File: config.mk
export PLATFORM = sky130hd
export DESIGN_NAME = tfm_pipe
export DESIGN_NICKNAME = d
export VERILOG_FILES = /design/src/rtl/tfm_pipe.sv
export SDC_FILE = /design/constraint.sdc
export NUM_CORES = 2
export LEC_CHECK = 0
export ABC_CLOCK_PERIOD_IN_PS = 6250
export CAP_MARGIN = 20
export CORE_UTILIZATION = 40
export CTS_BUF_LIST = sky130_fd_sc_hd__clkbuf_16
export DETAILED_ROUTE_END_ITERATION = 12
export GPL_TIMING_DRIVEN = 0
export SYNTH_ARGS = -nofsm -noshare
export SYNTH_HDL_FRONTEND = slang
export SYNTH_SLANG_ARGS = --single-unit
File: constraint.sdc
create_clock -name clk -period 6.25 [get_ports clk]
set_input_delay 1.25 -clock clk [delete_from_list [all_inputs] [get_ports clk]]
set_output_delay 1.25 -clock clk [all_outputs]
set_load 0.05 [all_outputs]
File: src/rtl/tfm_pipe.sv
// Pipelined complex twiddle multiplier with FFT/IFFT conjugation, rounding,
// optional saturation (sticky flag), valid/ready backpressure and a last tag.
module tfm_pipe #(
  parameter int DATA_WIDTH  = 16,
  parameter int ROM_WIDTH   = 18,
  parameter int FRAC_BITS   = 16,
  parameter int PIPE_STAGES = 3,
  parameter int ROUND_MODE  = 1,
  parameter int SATURATE    = 1
) (
  input  logic                         clk,
  input  logic                         rst,
  input  logic                         mode,
  input  logic                         in_valid,
  output logic                         in_ready,
  input  logic                         in_last,
  input  logic signed [DATA_WIDTH-1:0] data_re,
  input  logic signed [DATA_WIDTH-1:0] data_im,
  input  logic signed [ROM_WIDTH-1:0]  cos_theta,
  input  logic signed [ROM_WIDTH-1:0]  sin_theta,
  output logic                         out_valid,
  input  logic                         out_ready,
  output logic                         out_last,
  output logic signed [DATA_WIDTH-1:0] out_re,
  output logic signed [DATA_WIDTH-1:0] out_im,
  output logic                         sat_flag,
  input  logic                         sat_clr
);

  localparam int PW = DATA_WIDTH + ROM_WIDTH;
  localparam int SW = PW + 1;
  localparam int XW = SW + 1;
  // Stage 2 plus the plain delay stages that sit between it and the output.
  localparam int ND = PIPE_STAGES - 2;

  localparam logic signed [XW-1:0] RND =
    (ROUND_MODE != 0) ? (XW'(1) <<< (FRAC_BITS - 1)) : '0;
  localparam logic [DATA_WIDTH-1:0] MAXV = {1'b0, {(DATA_WIDTH-1){1'b1}}};
  localparam logic [DATA_WIDTH-1:0] MINV = {1'b1, {(DATA_WIDTH-1){1'b0}}};

  logic adv;
  assign adv      = !out_valid || out_ready;
  assign in_ready = adv;

  logic signed [PW-1:0] p_ac, p_bs, p_bc, p_as;
  logic                 s1_valid, s1_last, s1_mode;

  always_ff @(posedge clk or negedge rst) begin
    if (!rst) begin
      p_ac     <= '0;
      p_bs     <= '0;
      p_bc     <= '0;
      p_as     <= '0;
      s1_valid <= 1'b0;
      s1_last  <= 1'b0;
      s1_mode  <= 1'b0;
    end else if (adv) begin
      p_ac     <= PW'(data_re) * PW'(cos_theta);
      p_bs     <= PW'(data_im) * PW'(sin_theta);
      p_bc     <= PW'(data_im) * PW'(cos_theta);
      p_as     <= PW'(data_re) * PW'(sin_theta);
      s1_valid <= in_valid;
      s1_last  <= in_last;
      s1_mode  <= mode;
    end
  end

  // IFFT uses the conjugate twiddle, which flips the sign of the sine terms.
  logic signed [SW-1:0] sum_re, sum_im;
  assign sum_re = s1_mode ? (SW'(p_ac) - SW'(p_bs)) : (SW'(p_ac) + SW'(p_bs));
  assign sum_im = s1_mode ? (SW'(p_bc) + SW'(p_as)) : (SW'(p_bc) - SW'(p_as));

  logic signed [SW-1:0] d_re [ND];
  logic signed [SW-1:0] d_im [ND];
  logic                 d_valid [ND];
  logic                 d_last  [ND];

  for (genvar gi = 0; gi < ND; gi++) begin : g_dly
    always_ff @(posedge clk or negedge rst) begin
      if (!rst) begin
        d_re[gi]    <= '0;
        d_im[gi]    <= '0;
        d_valid[gi] <= 1'b0;
        d_last[gi]  <= 1'b0;
      end else if (adv) begin
        if (gi == 0) begin
          d_re[gi]    <= sum_re;
          d_im[gi]    <= sum_im;
          d_valid[gi] <= s1_valid;
          d_last[gi]  <= s1_last;
        end else begin
          d_re[gi]    <= d_re[gi-1];
          d_im[gi]    <= d_im[gi-1];
          d_valid[gi] <= d_valid[gi-1];
          d_last[gi]  <= d_last[gi-1];
        end
      end
    end
  end

  // Returns {saturated, value}; overflow shows up as non-uniform bits above the sign bit.
  function automatic logic [DATA_WIDTH:0] scale(input logic signed [SW-1:0] sum);
    logic signed [XW-1:0] t;
    logic                 hi_zero, hi_ones;
    t       = (XW'(sum) + RND) >>> FRAC_BITS;
    hi_zero = ~|t[XW-1:DATA_WIDTH-1];
    hi_ones = &t[XW-1:DATA_WIDTH-1];
    if (SATURATE != 0 && !(hi_zero || hi_ones))
      return {1'b1, (t[XW-1] ? MINV : MAXV)};
    return {1'b0, t[DATA_WIDTH-1:0]};
  endfunction

  logic [DATA_WIDTH:0] sc_re, sc_im;
  assign sc_re = scale(d_re[ND-1]);
  assign sc_im = scale(d_im[ND-1]);

  always_ff @(posedge clk or negedge rst) begin
    if (!rst) begin
      out_valid <= 1'b0;
      out_last  <= 1'b0;
      out_re    <= '0;
      out_im    <= '0;
      sat_flag  <= 1'b0;
    end else begin
      if (adv) begin
        out_valid <= d_valid[ND-1];
        if (d_valid[ND-1]) begin
          out_re   <= sc_re[DATA_WIDTH-1:0];
          out_im   <= sc_im[DATA_WIDTH-1:0];
          out_last <= d_last[ND-1];
        end
      end
      if (adv && d_valid[ND-1] && (sc_re[DATA_WIDTH] || sc_im[DATA_WIDTH]))
        sat_flag <= 1'b1;
      else if (sat_clr)
        sat_flag <= 1'b0;
    end
  end

endmodule

* Word-level counts from Yosys, hierarchy flattened
Index checks and enable logic that the tools add are counted.
Widths: inputs -> output; s select.
** Storage, ports and cells
- Register bits after elaboration :: 246
- Word-level logic and storage cells :: 49
** Operators by class
- $add $sub $neg :: 6
- $mul :: 4
- Mux-type cells :: 8
- Reductions and logical operators :: 15
** Operators with widths (count)
- $mul 16x18->34 :: 4
- $add 35x17->36 const B :: 2
- $add 34x34->35 :: 2
- $mux 35 :: 2
- $sub 34x34->35 :: 2
- $mux 17 :: 2
- $mux 16 :: 2
- $reduce_and 5->1 :: 2
- $reduce_or 5->1 :: 2
- $logic_or 1x1->1 :: 4
- $logic_not 1->1 :: 3
- $logic_and 1x1->1 :: 2
- $mux 1 :: 2
- $reduce_and 2->1 :: 1
- $reduce_bool 2->1 :: 1

* Logic depth before layout (Yosys ltp)
- Depth after elaboration :: 8
- Gate-level depth with buffers :: 26
- Depth with buffers taken out :: 23

* Least setup slack after synthesis
No wires, ideal clock.
- Path kind :: input port to flip-flop
- Start point :: input port data_im[1]
- End point :: register p_bc[32]
- Library setup time :: 129 ps
- Arrival time :: 7260 ps
- Data required time :: 6121 ps
- Path slack :: -1139 ps
- Cell stages on the path :: 21
- Cells stage by stage :: clkbuf_1 -> clkbuf_1 -> nand2_1 -> fa_1 -> fa_1 -> fa_1 -> fa_1 -> inv_1 -> fa_1 -> fa_1 -> ha_1 -> and3_1 -> and3_1 -> a211oi_2 -> a21oi_1 -> o41a_1 -> a311oi_4 -> o211ai_1 -> a31oi_1 -> xor2_1 -> o21ai_1
** Between the ends
- Cells in the longest elaborated chain, start to end :: 1
** Ends and longest elaborated chain
- from (decl) :: line 18 : input logic signed [DATA_WIDTH-1:0] data_im,
- $mul 16x18->34 :: line 60 : p_bc <= PW'(data_im) * PW'(cos_theta);
- to (signal assigned) :: line 60
- to (decl) :: line 45 : logic signed [PW-1:0] p_ac, p_bs, p_bc, p_as;
No other way between the ends.
A chain may end at the register's enable or synchronous reset.

* Final worst setup path
- Start point :: input port data_im[6]
- End point :: register p_bc[30]
The elaborated chain is that of the path after synthesis.

==> results.cfg <==
[run_status]
status = complete, but fails checks
violations = negative setup slack

[final_layout]
final_area_mm2 = 0.0687
fin_nets = 8271
areaGrowthSynthToFinish_pct = 23.9
finalNonFillerCells = 8435
drive_gt1_frac = 0.172

[yosys]
netlist_instances = 6214
ys_seq_area_frac = 0.0974
yosysWarningCount = 0
ys_types = 85
synth_edf_count = 0
synthesis.nets = 7863
synthFlopType = dfrtp_1
synthArstFlopShare = 1.00
ys_ff_latch = 216
synth-simple-area-share = 0.162
avgSynthCellArea_um2 = 8.93
synthAdderAreaFrac = 0.512
synth_top_family_by_area = adder cells
synth_compound_area_frac = 0.0767
netlist_area_mm2 = 0.0555
synthXorXnorAreaFrac = 0.0423
synth_mux_area_frac = 0.000992

[setup_path]
crit_slowest_cell = fa_1
arrival_ns = 7.68
critical-path-max-stage-delay_ns = 0.55
cp-endpoint = p_bc[30]$_DFFE_PN0N_
cp_common_cell = fa_1
crit_cells = 24
crit_family = adder cells
rrSetupSlack_ns = 0.71
worstPathRequired_ns = 6.64
worst-setup-path-type = input port to flop
endpoint_kind = flop
start_kind = input port
critPathMaxFanout = 5
crit_chain = buf_12 > clkbuf_16 > and2_4 > fa_1 > inv_2 > fa_2 > fa_1 > fa_1 > inv_1 > fa_1 > fa_1 > ha_4 > and3_4 > and3_4 > a211oi_4 > a21oi_4 > o41a_1 > a311oi_4 > buf_6 > buf_6 > o211ai_1 > a21oi_2 > xor2_4 > o21ai_1
critPathBufInv = 6
crit_start = data_im[6]
r2r_end = d_im[34]$_DFFE_PN0N_
r2r_start = s1_mode$_DFFE_PN0N_
worstRegToRegCells = 16

[routing]
avgViaCountPerCell = 5.31
met3WireLength_um = 20600
drc = 0
drtPass1Iterations = 6
vias = 44800
totalWireLength_um = 203000
wl_per_cell_um = 24.1
wl_met2_um = 88100
drt_iter0_markers = 3631
maxUsedRoutingLayer = met5
final_antenna_net_count = 0
m1WireLength_um = 84400

[timing]
worst_hold_slack_ns = 0.478
finalHoldViolCount = 0
worst_pin_slew_ns = 1.22
max_slew_margin = 0.189
rsz0062_at_grt = true
slew_violations = 0
fin_crit_sh = 1.17
min_period_ns = 7.29
fmax_mhz = 137
setup_ws_ns = -1.04
setup_viol = 62
clock_skew_ns = 0.0221

[die]
coreArea_mm2 = 0.137
start_util = 0.404
io_pins = 111
die_h_um = 375
rows = 136
die_area_mm2 = 0.140
die_w_um = 375

[global_route]
grt_max_degree = 121
grt_pass1_wl_um = 300000
grt_pass1_vias = 46300
track_usage = 0.293
antenna_found_initial = 23
globalRouteOverflowTotal = 0

[min_path]
min_path_type = flop to flop
whs_path_depth = 2

[clocking]
worstSkewPairLatency_ns = 0.55
cts_buffers = 21
cts_tree = built
cts.htree.levels = 1
cts_max_path_buffers = 3
cts-hold-fix-buffers = 0
cts.clk_slew.worst_paths_ns = 0.07
cts_root_buf = clkbuf_16
cts.sinks = 216

[placement]
place_inst = 8110
place_congestion = 0.992
post-dp-hpwl_um = 162000
io_buffers = 92
placed_cell_area_mm2 = 0.0604
place_ws_ns = -3.94

[job]
drv_cap = 0
kinds of logic (layout without fill, tap and decap cells):
family / count (synthesis) / count (layout)
multiplexers: 5 / 5
AO/OA/AOI/OAI: 675 / 675
adder cells (fa/ha/maj): 1574 / 1574
AND/OR/NAND/NOR: 1865 / 1865
flip-flops: 216 / 216
buffers and inverters: 1611 / 2032
XOR/XNOR: 268 / 268
other: 0 / 6
timing repair:
| action | CTS | global route |
|---|---|---|
| pin swaps | 234 | 282 |
| resized for setup | 1121 | 323 |
| buffers inserted | 182 | 115 |
| gates cloned | 3 | 2 |
| setup endpoints to repair | 104 | 76 |
cells in the mapped netlist, types with 37 or more instances:
cell / n / area share
a21o_1: 76 / 0.010
a21oi_1: 236 / 0.021
and2_1: 546 / 0.062
clkbuf_1: 269 / 0.018
dfrtp_1: 216 / 0.097
fa_1: 1160 / 0.42
ha_1: 414 / 0.093
inv_1: 1321 / 0.089
nand2_1: 782 / 0.053
nand3_1: 47 / 0.0042
nor2_1: 282 / 0.019
nor3_1: 49 / 0.0044
o21a_1: 37 / 0.0050
o21ai_0: 133 / 0.012
xnor2_1: 161 / 0.025
xor2_1: 107 / 0.017
worst min-delay path by stage:
stage / startpoint / endpoint / slack [ns]
finish: s1_valid$_DFFE_PN0N_ / s1_valid$_DFFE_PN0N_ / 0.48
global placement: d_last$_DFFE_PN0N_ / d_last$_DFFE_PN0N_ / 0.45
global route: out_last$_DFFE_PN0P_ / out_last$_DFFE_PN0P_ / 0.50
CTS: s1_valid$_DFFE_PN0N_ / s1_valid$_DFFE_PN0N_ / 0.48
floorplan: p_bc[0]$_DFFE_PN0N_ / p_bc[0]$_DFFE_PN0N_ / 0.44
detailed placement: s1_valid$_DFFE_PN0N_ / s1_valid$_DFFE_PN0N_ / 0.46
area by class of cell:
| type | instances | area (um2) |
|---|---|---|
| Sequential cell | 216 | 5410 |
| Fill cell | 12800 | 68700 |
| Multi-Input combinational cell | 4387 | 47700 |
| Antenna cell | 6 | 15.0 |
| Inverter | 1322 | 4970 |
| Buffer | 282 | 3810 |
| Tap cell | 1794 | 2240 |
| Clock inverter | 15 | 126 |
| Clock buffer | 21 | 526 |
| Timing Repair Buffer | 392 | 3950 |
metrics by stage:
| stage | util | TNS, ns |
|---|---|---|
| floorplan | - | -14.43 |
| global placement | 0.438 | -1421.27 |
| detailed placement | 0.439 | -242.18 |
| CTS | 0.486 | -28.06 |
| global route | 0.500 | -43.98 |
| finish | 0.500 | -34.95 |
tightest hold or removal path, delay by kind of cell, from the launching register on:
kind | cells | cell delay (ns)
flops | 1 | 0.35
simple gates | 2 | 0.10
layer usage:
layer,vias to the layer above,track usage
li1,19500,-
met1,23100,0.402
met2,1760,0.441
met3,324,0.0731
met4,8,0.120
met5,-,0
cell usage in the layout, fill, tap and decap left out, types with 53 or more instances in the layout:
| cell type | n |
|---|---|
| inv_1 | 1271 |
| fa_1 | 1100 |
| nand2_1 | 742 |
| and2_1 | 514 |
| ha_1 | 349 |
| nor2_1 | 267 |
| buf_4 | 224 |
| dfrtp_1 | 216 |
| a21oi_1 | 159 |
| xnor2_1 | 125 |
| clkbuf_16 | 100 |
| o21ai_0 | 94 |
| xor2_1 | 83 |
| buf_6 | 80 |
| a21o_1 | 75 |
| fa_2 | 60 |
| clkbuf_1 | 58 |
| a21oi_2 | 55 |
| ha_4 | 55 |
| inv_2 | 53 |
flip-flops by register name (all words and copies together), names as in the netlist, 16 cells and up:
| signal | flops |
|---|---|
| p_as | 34 |
| p_bc | 34 |
| out_re | 16 |
| p_ac | 34 |
| d_im | 20 |
| d_re | 20 |
| out_im | 16 |
| p_bs | 34 |
Power is not shown: default switching activity piles up to over one toggle a cycle in this logic, so the estimate is an artifact.
